[src/rtl/ps2_cmd_sequencer_if.sv]
// Command handshake between a host controller and the PS/2 command sequencer.
// A byte transfers on any cycle where cmd_valid and cmd_ready are both high.
interface ps2_cmd_sequencer_if;
    logic       cmd_valid;
    logic [7:0] cmd_data;
    logic       cmd_ready;

    modport master (
        output cmd_valid,
        output cmd_data,
        input  cmd_ready
    );

    modport slave (
        input  cmd_valid,
        input  cmd_data,
        output cmd_ready
    );
endinterface

[src/rtl/ps2_cmd_sequencer.sv]
// PS/2 host-to-device command transmitter: inhibit, request-to-send, 11-edge frame and
// line-level acknowledge check, with a timeout covering the whole device-clocked phase.
module ps2_cmd_sequencer #(
    parameter int unsigned INHIBIT_CYC = 5000,
    parameter int unsigned TIMEOUT_CYC = 750000
) (
    input  logic                      clk,
    input  logic                      rst,
    ps2_cmd_sequencer_if.slave        cmd,
    input  logic                      ps2_clk_in,
    input  logic                      ps2_din,
    output logic                      ps2_clk_oe,
    output logic                      ps2_dat_oe,
    output logic                      tx_active,
    output logic                      done,
    output logic                      err,
    output logic [1:0]                err_code
);

    localparam int unsigned CntMax = (TIMEOUT_CYC > INHIBIT_CYC) ? TIMEOUT_CYC : INHIBIT_CYC;
    localparam int unsigned CntW   = $clog2(CntMax + 1);

    typedef enum logic [2:0] {StIdle, StInhibit, StRts, StShift, StAck} state_e;

    state_e            state_q, state_d;
    logic [CntW-1:0]   cnt_q, cnt_d;
    logic [3:0]        idx_q, idx_d;
    logic [8:0]        frame_q, frame_d;
    logic              clk_oe_q, clk_oe_d;
    logic              dat_oe_q, dat_oe_d;
    logic              tx_active_q, tx_active_d;
    logic              done_q, done_d;
    logic              err_q, err_d;
    logic [1:0]        err_code_q, err_code_d;

    logic              clk_meta_q, clk_sync_q, dat_meta_q, dat_sync_q;
    logic [3:0]        clk_hist_q;
    logic              fe;

    // History bit 3 is the oldest sample; two highs followed by two lows is a clean fall.
    assign fe = (clk_hist_q == 4'b1100);

    always_comb begin
        state_d    = state_q;
        cnt_d      = cnt_q;
        idx_d      = idx_q;
        frame_d    = frame_q;
        clk_oe_d   = clk_oe_q;
        dat_oe_d   = dat_oe_q;
        done_d     = 1'b0;
        err_d      = 1'b0;
        err_code_d = err_code_q;

        unique case (state_q)
            StIdle: begin
                if (cmd.cmd_valid) begin
                    frame_d    = {~^cmd.cmd_data, cmd.cmd_data};
                    err_code_d = 2'b00;
                    cnt_d      = '0;
                    clk_oe_d   = 1'b1;
                    dat_oe_d   = 1'b0;
                    state_d    = StInhibit;
                end
            end
            StInhibit: begin
                if (cnt_q == CntW'(INHIBIT_CYC - 1)) begin
                    cnt_d    = '0;
                    idx_d    = 4'd0;
                    clk_oe_d = 1'b0;
                    dat_oe_d = 1'b1;
                    state_d  = StRts;
                end else begin
                    cnt_d = cnt_q + CntW'(1);
                end
            end
            StRts, StShift, StAck: begin
                cnt_d = cnt_q + CntW'(1);
                // Expiry takes priority over a coincident falling edge.
                if (cnt_q == CntW'(TIMEOUT_CYC - 1)) begin
                    clk_oe_d   = 1'b0;
                    dat_oe_d   = 1'b0;
                    err_d      = 1'b1;
                    err_code_d = 2'b10;
                    state_d    = StIdle;
                end else if (fe) begin
                    if (state_q == StAck) begin
                        state_d = StIdle;
                        if (dat_sync_q) begin
                            err_d      = 1'b1;
                            err_code_d = 2'b01;
                        end else begin
                            done_d = 1'b1;
                        end
                    end else if (idx_q == 4'd9) begin
                        dat_oe_d = 1'b0;
                        idx_d    = idx_q + 4'd1;
                        state_d  = StAck;
                    end else begin
                        dat_oe_d = ~frame_q[idx_q];
                        idx_d    = idx_q + 4'd1;
                        state_d  = StShift;
                    end
                end
            end
            default: state_d = StIdle;
        endcase

        tx_active_d = (state_d != StIdle);
    end

    always_ff @(posedge clk or negedge rst) begin
        if (!rst) begin
            state_q     <= StIdle;
            cnt_q       <= '0;
            idx_q       <= 4'd0;
            frame_q     <= 9'd0;
            clk_oe_q    <= 1'b0;
            dat_oe_q    <= 1'b0;
            tx_active_q <= 1'b0;
            done_q      <= 1'b0;
            err_q       <= 1'b0;
            err_code_q  <= 2'b00;
            clk_meta_q  <= 1'b1;
            clk_sync_q  <= 1'b1;
            dat_meta_q  <= 1'b1;
            dat_sync_q  <= 1'b1;
            clk_hist_q  <= 4'b1111;
        end else begin
            state_q     <= state_d;
            cnt_q       <= cnt_d;
            idx_q       <= idx_d;
            frame_q     <= frame_d;
            clk_oe_q    <= clk_oe_d;
            dat_oe_q    <= dat_oe_d;
            tx_active_q <= tx_active_d;
            done_q      <= done_d;
            err_q       <= err_d;
            err_code_q  <= err_code_d;
            clk_meta_q  <= ps2_clk_in;
            clk_sync_q  <= clk_meta_q;
            dat_meta_q  <= ps2_din;
            dat_sync_q  <= dat_meta_q;
            clk_hist_q  <= {clk_hist_q[2:0], clk_sync_q};
        end
    end

    assign cmd.cmd_ready = (state_q == StIdle);
    assign ps2_clk_oe    = clk_oe_q;
    assign ps2_dat_oe    = dat_oe_q;
    assign tx_active     = tx_active_q;
    assign done          = done_q;
    assign err           = err_q;
    assign err_code      = err_code_q;

endmodule

[src/flat_wrapper.sv]
// flat-port wrapper written by rule: the top's interface ports become plain ports
module ps2_cmd_sequencer_flat 
#(
    parameter int unsigned INHIBIT_CYC = 5000,
    parameter int unsigned TIMEOUT_CYC = 750000
)
  (clk, rst, ps2_clk_in, ps2_din, ps2_clk_oe, ps2_dat_oe, tx_active, done, err, err_code, cmd_cmd_valid, cmd_cmd_data, cmd_cmd_ready);
  ps2_cmd_sequencer_if cmd_i ();
  input  logic clk;
  input  logic rst;
  input  logic ps2_clk_in;
  input  logic ps2_din;
  output logic ps2_clk_oe;
  output logic ps2_dat_oe;
  output logic tx_active;
  output logic done;
  output logic err;
  output logic [1:0] err_code;
  input wire logic [$bits(cmd_i.cmd_valid)-1:0] cmd_cmd_valid;
  input wire logic [$bits(cmd_i.cmd_data)-1:0] cmd_cmd_data;
  output wire logic [$bits(cmd_i.cmd_ready)-1:0] cmd_cmd_ready;
  assign cmd_i.cmd_valid = cmd_cmd_valid;
  assign cmd_i.cmd_data = cmd_cmd_data;
  assign cmd_cmd_ready = cmd_i.cmd_ready;
  ps2_cmd_sequencer #(.INHIBIT_CYC(INHIBIT_CYC), .TIMEOUT_CYC(TIMEOUT_CYC)) u_core (.clk(clk), .rst(rst), .cmd(cmd_i), .ps2_clk_in(ps2_clk_in), .ps2_din(ps2_din), .ps2_clk_oe(ps2_clk_oe), .ps2_dat_oe(ps2_dat_oe), .tx_active(tx_active), .done(done), .err(err), .err_code(err_code));
endmodule
[config.mk]
export PLATFORM = sky130hd
export DESIGN_NAME = ps2_cmd_sequencer_flat
export DESIGN_NICKNAME = d
export VERILOG_FILES = /design/src/rtl/ps2_cmd_sequencer_if.sv /design/src/rtl/ps2_cmd_sequencer.sv /design/src/flat_wrapper.sv
export SDC_FILE = /design/constraint.sdc
export NUM_CORES = 1
export LEC_CHECK = 0
export ABC_CLOCK_PERIOD_IN_PS = 5000
export CAP_MARGIN = 0
export CELL_PAD_IN_SITES_DETAIL_PLACEMENT = 2
export CELL_PAD_IN_SITES_GLOBAL_PLACEMENT = 2
export CORE_MARGIN = 4
export CORE_UTILIZATION = 41
export CTS_CLUSTER_SIZE = 28
export DETAILED_ROUTE_END_ITERATION = 10
export MAX_ROUTING_LAYER = met4
export PLACE_DENSITY = 0.89
export SYNTH_ARGS = -nofsm -noshare
export SYNTH_HDL_FRONTEND = slang
export SYNTH_SLANG_ARGS = --single-unit
[constraint.sdc]
create_clock -name clk -period 5 [get_ports clk]
set_input_delay 0.75 -clock clk [delete_from_list [all_inputs] [get_ports clk]]
set_output_delay 0.75 -clock clk [all_outputs]
set_load 0.005 [all_outputs]
==> impl_metrics.py <==
metrics = {
    "placed_design": {
        "post-place-ws_ns": 2.22,
        "hpwl_um": 5190,
        "io_buffers": 20,
        "gp_congestion": 0.785,
        "place_inst": 331,
        "placed_cell_area_um2": 2820,
    },
    "synth": {
        "synthFlopType": "dfrtp_1",
        "syn_area_um2": 2560,
        "synthSimpleGateAreaFrac_pct": 21.9,
        "synthAdderAreaFrac_pct": 1.46,
        "muxShareOfSynthArea_pct": 6.49,
        "async_flop_share_pct": 100,
        "synth_warnings": 0,
        "ys_seq_area_share_pct": 50.1,
        "ys_top_cells_by_area": "dfrtp_1 42%, dfstp_2 8.2%, xnor2_1 7.2%",
        "ys_types": 49,
        "synth_edf_count": 0,
        "synth_area_leader_cell": "dfrtp_1",
        "synthCells": 245,
        "synth-xor-area-share_pct": 9.22,
        "syn_nets": 261,
        "netlist.area_leader.share_pct": 42.0,
        "syn_avg_cell_area_um2": 10.5,
        "ys_ff_latch": 51,
        "synth_top_family_by_area": "simple AND/OR/NAND/NOR gates",
        "synth_compound_area_share_pct": 7.61,
    },
    "critical_path": {
        "end_kind": "flip-flop",
        "cp.required_ns": 5.22,
        "crit_fanout": 14,
        "startpoint_type": "flip-flop",
        "cp_data_arrival_time_ns": 2.81,
        "reg2reg_depth": 6,
        "crit_type": "flip-flop to flip-flop",
    },
    "final_layout": {
        "syn2layout_area_growth_pct": 13.5,
        "seq_area_um2": 1290,
        "finalInstanceArea_um2": 2910,
        "utilization_pct": 48.6,
        "multi_input_area_um2": 1200,
        "nFillCells": 631,
        "drive_above_1_share_pct": 14.0,
        "num_antenna_cells": 0,
        "final_cells": 339,
        "nets": 279,
    },
    "worst_hold_path": {
        "hp-class": "flip-flop to flip-flop",
        "whs_path_depth": 0,
    },
    "sta": {
        "final_hold_viol_count": 0,
        "fin_tns_setup_ns": 0,
        "slew_headroom_pct": 33.6,
        "worstMarginPinSlew_ns": 0.981,
        "holdWs_ns": 0.367,
        "rsz0062_at_grt": "false",
        "setup_viol": 0,
        "drv_slew": 0,
        "timing.final.crit_period_ns": 2.59,
        "fin_skew_ns": 0.0119,
        "timing.final.crit_share_pct": 51.9,
        "worst_slack_ns": 2.41,
        "max_freq_mhz": 386,
    },
    "floorplan": {
        "initial_core_util_pct": 42.8,
        "core_area_um2": 5990,
        "ios": 21,
        "die_w_um": 87.1,
        "die_area_um2": 7590,
        "die_y_um": 87.1,
        "rows": 28,
    },
    "clocking": {
        "h-tree-depth": 2,
        "cts-root-buf": "clkbuf_8",
        "cts_max_path_buffers": 2,
        "ctsHoldBuffers": 0,
        "cts_tree": "built",
        "clk_pin_slew_worst_paths_ns": 0.10,
        "cts_resized": 0,
        "cts_sinks": 51,
        "cts_buffers": 5,
        "postCtsSetupBuffers": 0,
        "clock_latency_ns": 0.31,
    },
    "power_and_ir_drop": {
        "power.density_nw_per_um2": 247,
        "finalPower_mw": 0.720,
        "p_leak_nw": 1.19,
        "ir_worst_vdd_v": 0.000112,
    },
    "drt": {
        "dr.first_iter.drc_count": 87,
        "wl_met3_um": 140,
        "dr.pass1.iters": 4,
        "dr.max_layer_used": "met4",
        "avgRoutedWirePerCell_um": 20.8,
        "ant_nets": 0,
        "met2_length_um": 3680,
        "vias_per_cell": 5.66,
        "via_count": 1920,
        "wirelength_um": 7050,
        "drcViolationCount": 0,
        "met1Wirelength_um": 3170,
    },
    "job": {
        "cap_violations": 0,
    },
    "global_routing": {
        "first_global_vias": 2177,
        "globalRoute.totalOverflow": 0,
        "grt_usage_pct": 21.1,
        "grt_max_degree": 52,
        "antenna_found_initial": 0,
        "grt_pass1_wl_um": 11900,
    },
    "run_status": {
        "status": "complete, no violations",
    },
}
-- cell type report --
cell class / count / share of cell area, %
inverter: 8 / 1.03
tap: 75 / 3.22
sequential: 51 / 44.2
clock inverter: 1 / 0.301
clock buffer: 7 / 2.97
timing repair buffer: 21 / 6.96
multi-input combinational: 176 / 41.3
-- worst max-delay path: stages, from the launching register on --
cell and delay [ns]:
dfrtp_1 0.44, ha_1 0.28, nor4b_1 0.44, and4_1 0.36
nand2_1 0.32, a221oi_1 0.45, a2bb2oi_1 0.22
-- placed cells by master, fill, tap and decap left out, types with 7 or more instances in the layout --
cell and count:
clkdlybuf4s50_1 19, nor2_1 31, dfstp_2 8, xnor2_1 21
inv_1 8, nand3_1 11, a21oi_1 7, nand4_1 8
mux2_2 9, nand2_1 19, o21ai_0 7, dfrtp_1 43
-- where the power goes --
part / internal (mW) / switching [mW]
clock network: 0.114 / 0.140
registers: 0.421 / 0.00718
logic: 0.0191 / 0.0189
total: 0.554 / 0.166
-- layer usage --
layer | vias to the layer above | GRT usage [%]
li1 | 891 | -
met5 | - | -
met1 | 1006 | 26.5
met4 | 0 | 4.60
met2 | 18 | 36.1
met3 | 5 | 3.12
-- flip-flops by register name, indices dropped and copies added, names as in the netlist --
signal and flops:
u_core.cnt_q 20, u_core.frame_q 9, u_core.clk_hist_q 4, u_core.idx_q 4
u_core.state_q 3, u_core.err_code 2, u_core.clk_meta_q 1, u_core.clk_sync_q 1
u_core.dat_meta_q 1, u_core.dat_sync_q 1, u_core.done 1, u_core.err 1
u_core.ps2_clk_oe 1, u_core.ps2_dat_oe 1, u_core.tx_active 1
-- synth_stat cells (6+ instances only) --
cell,count
xnor2_1,21
nand2_1,19
nand3_1,11
a21oi_1,7
dfstp_2,8
xor2_1,6
mux2_2,9
nand4_1,8
nor4_1,6
inv_1,8
nor3_1,6
o21ai_0,7
nor2_1,31
dfrtp_1,43
-- final timing paths --
path,from,to,slack (ns)
max in group asynchronous,rst,u_core.cnt_q[0],4.01
worst max register to register,u_core.cnt_q[0],u_core.ps2_dat_oe,2.41
worst min-delay path,u_core.dat_meta_q,u_core.dat_sync_q,0.37
min in group asynchronous,rst,u_core.frame_q[7],0.56
worst max-delay path,u_core.cnt_q[0],u_core.ps2_dat_oe,2.41
worst min register to register,u_core.dat_meta_q,u_core.dat_sync_q,0.37
-- kinds of logic (layout without fill, tap and decap cells) --
kind of cell               Yosys count  after routing
adders and majority gates            3              3
muxes                               13             13
DFF                                 51             51
and+or+nand+nor                    105            105
xor gates and xnor gates            27             27
AOI/OAI and AO/OA                   28             28
buffers and inverters               18             37
No activity file was read; power rests on OpenSTA's default activity.
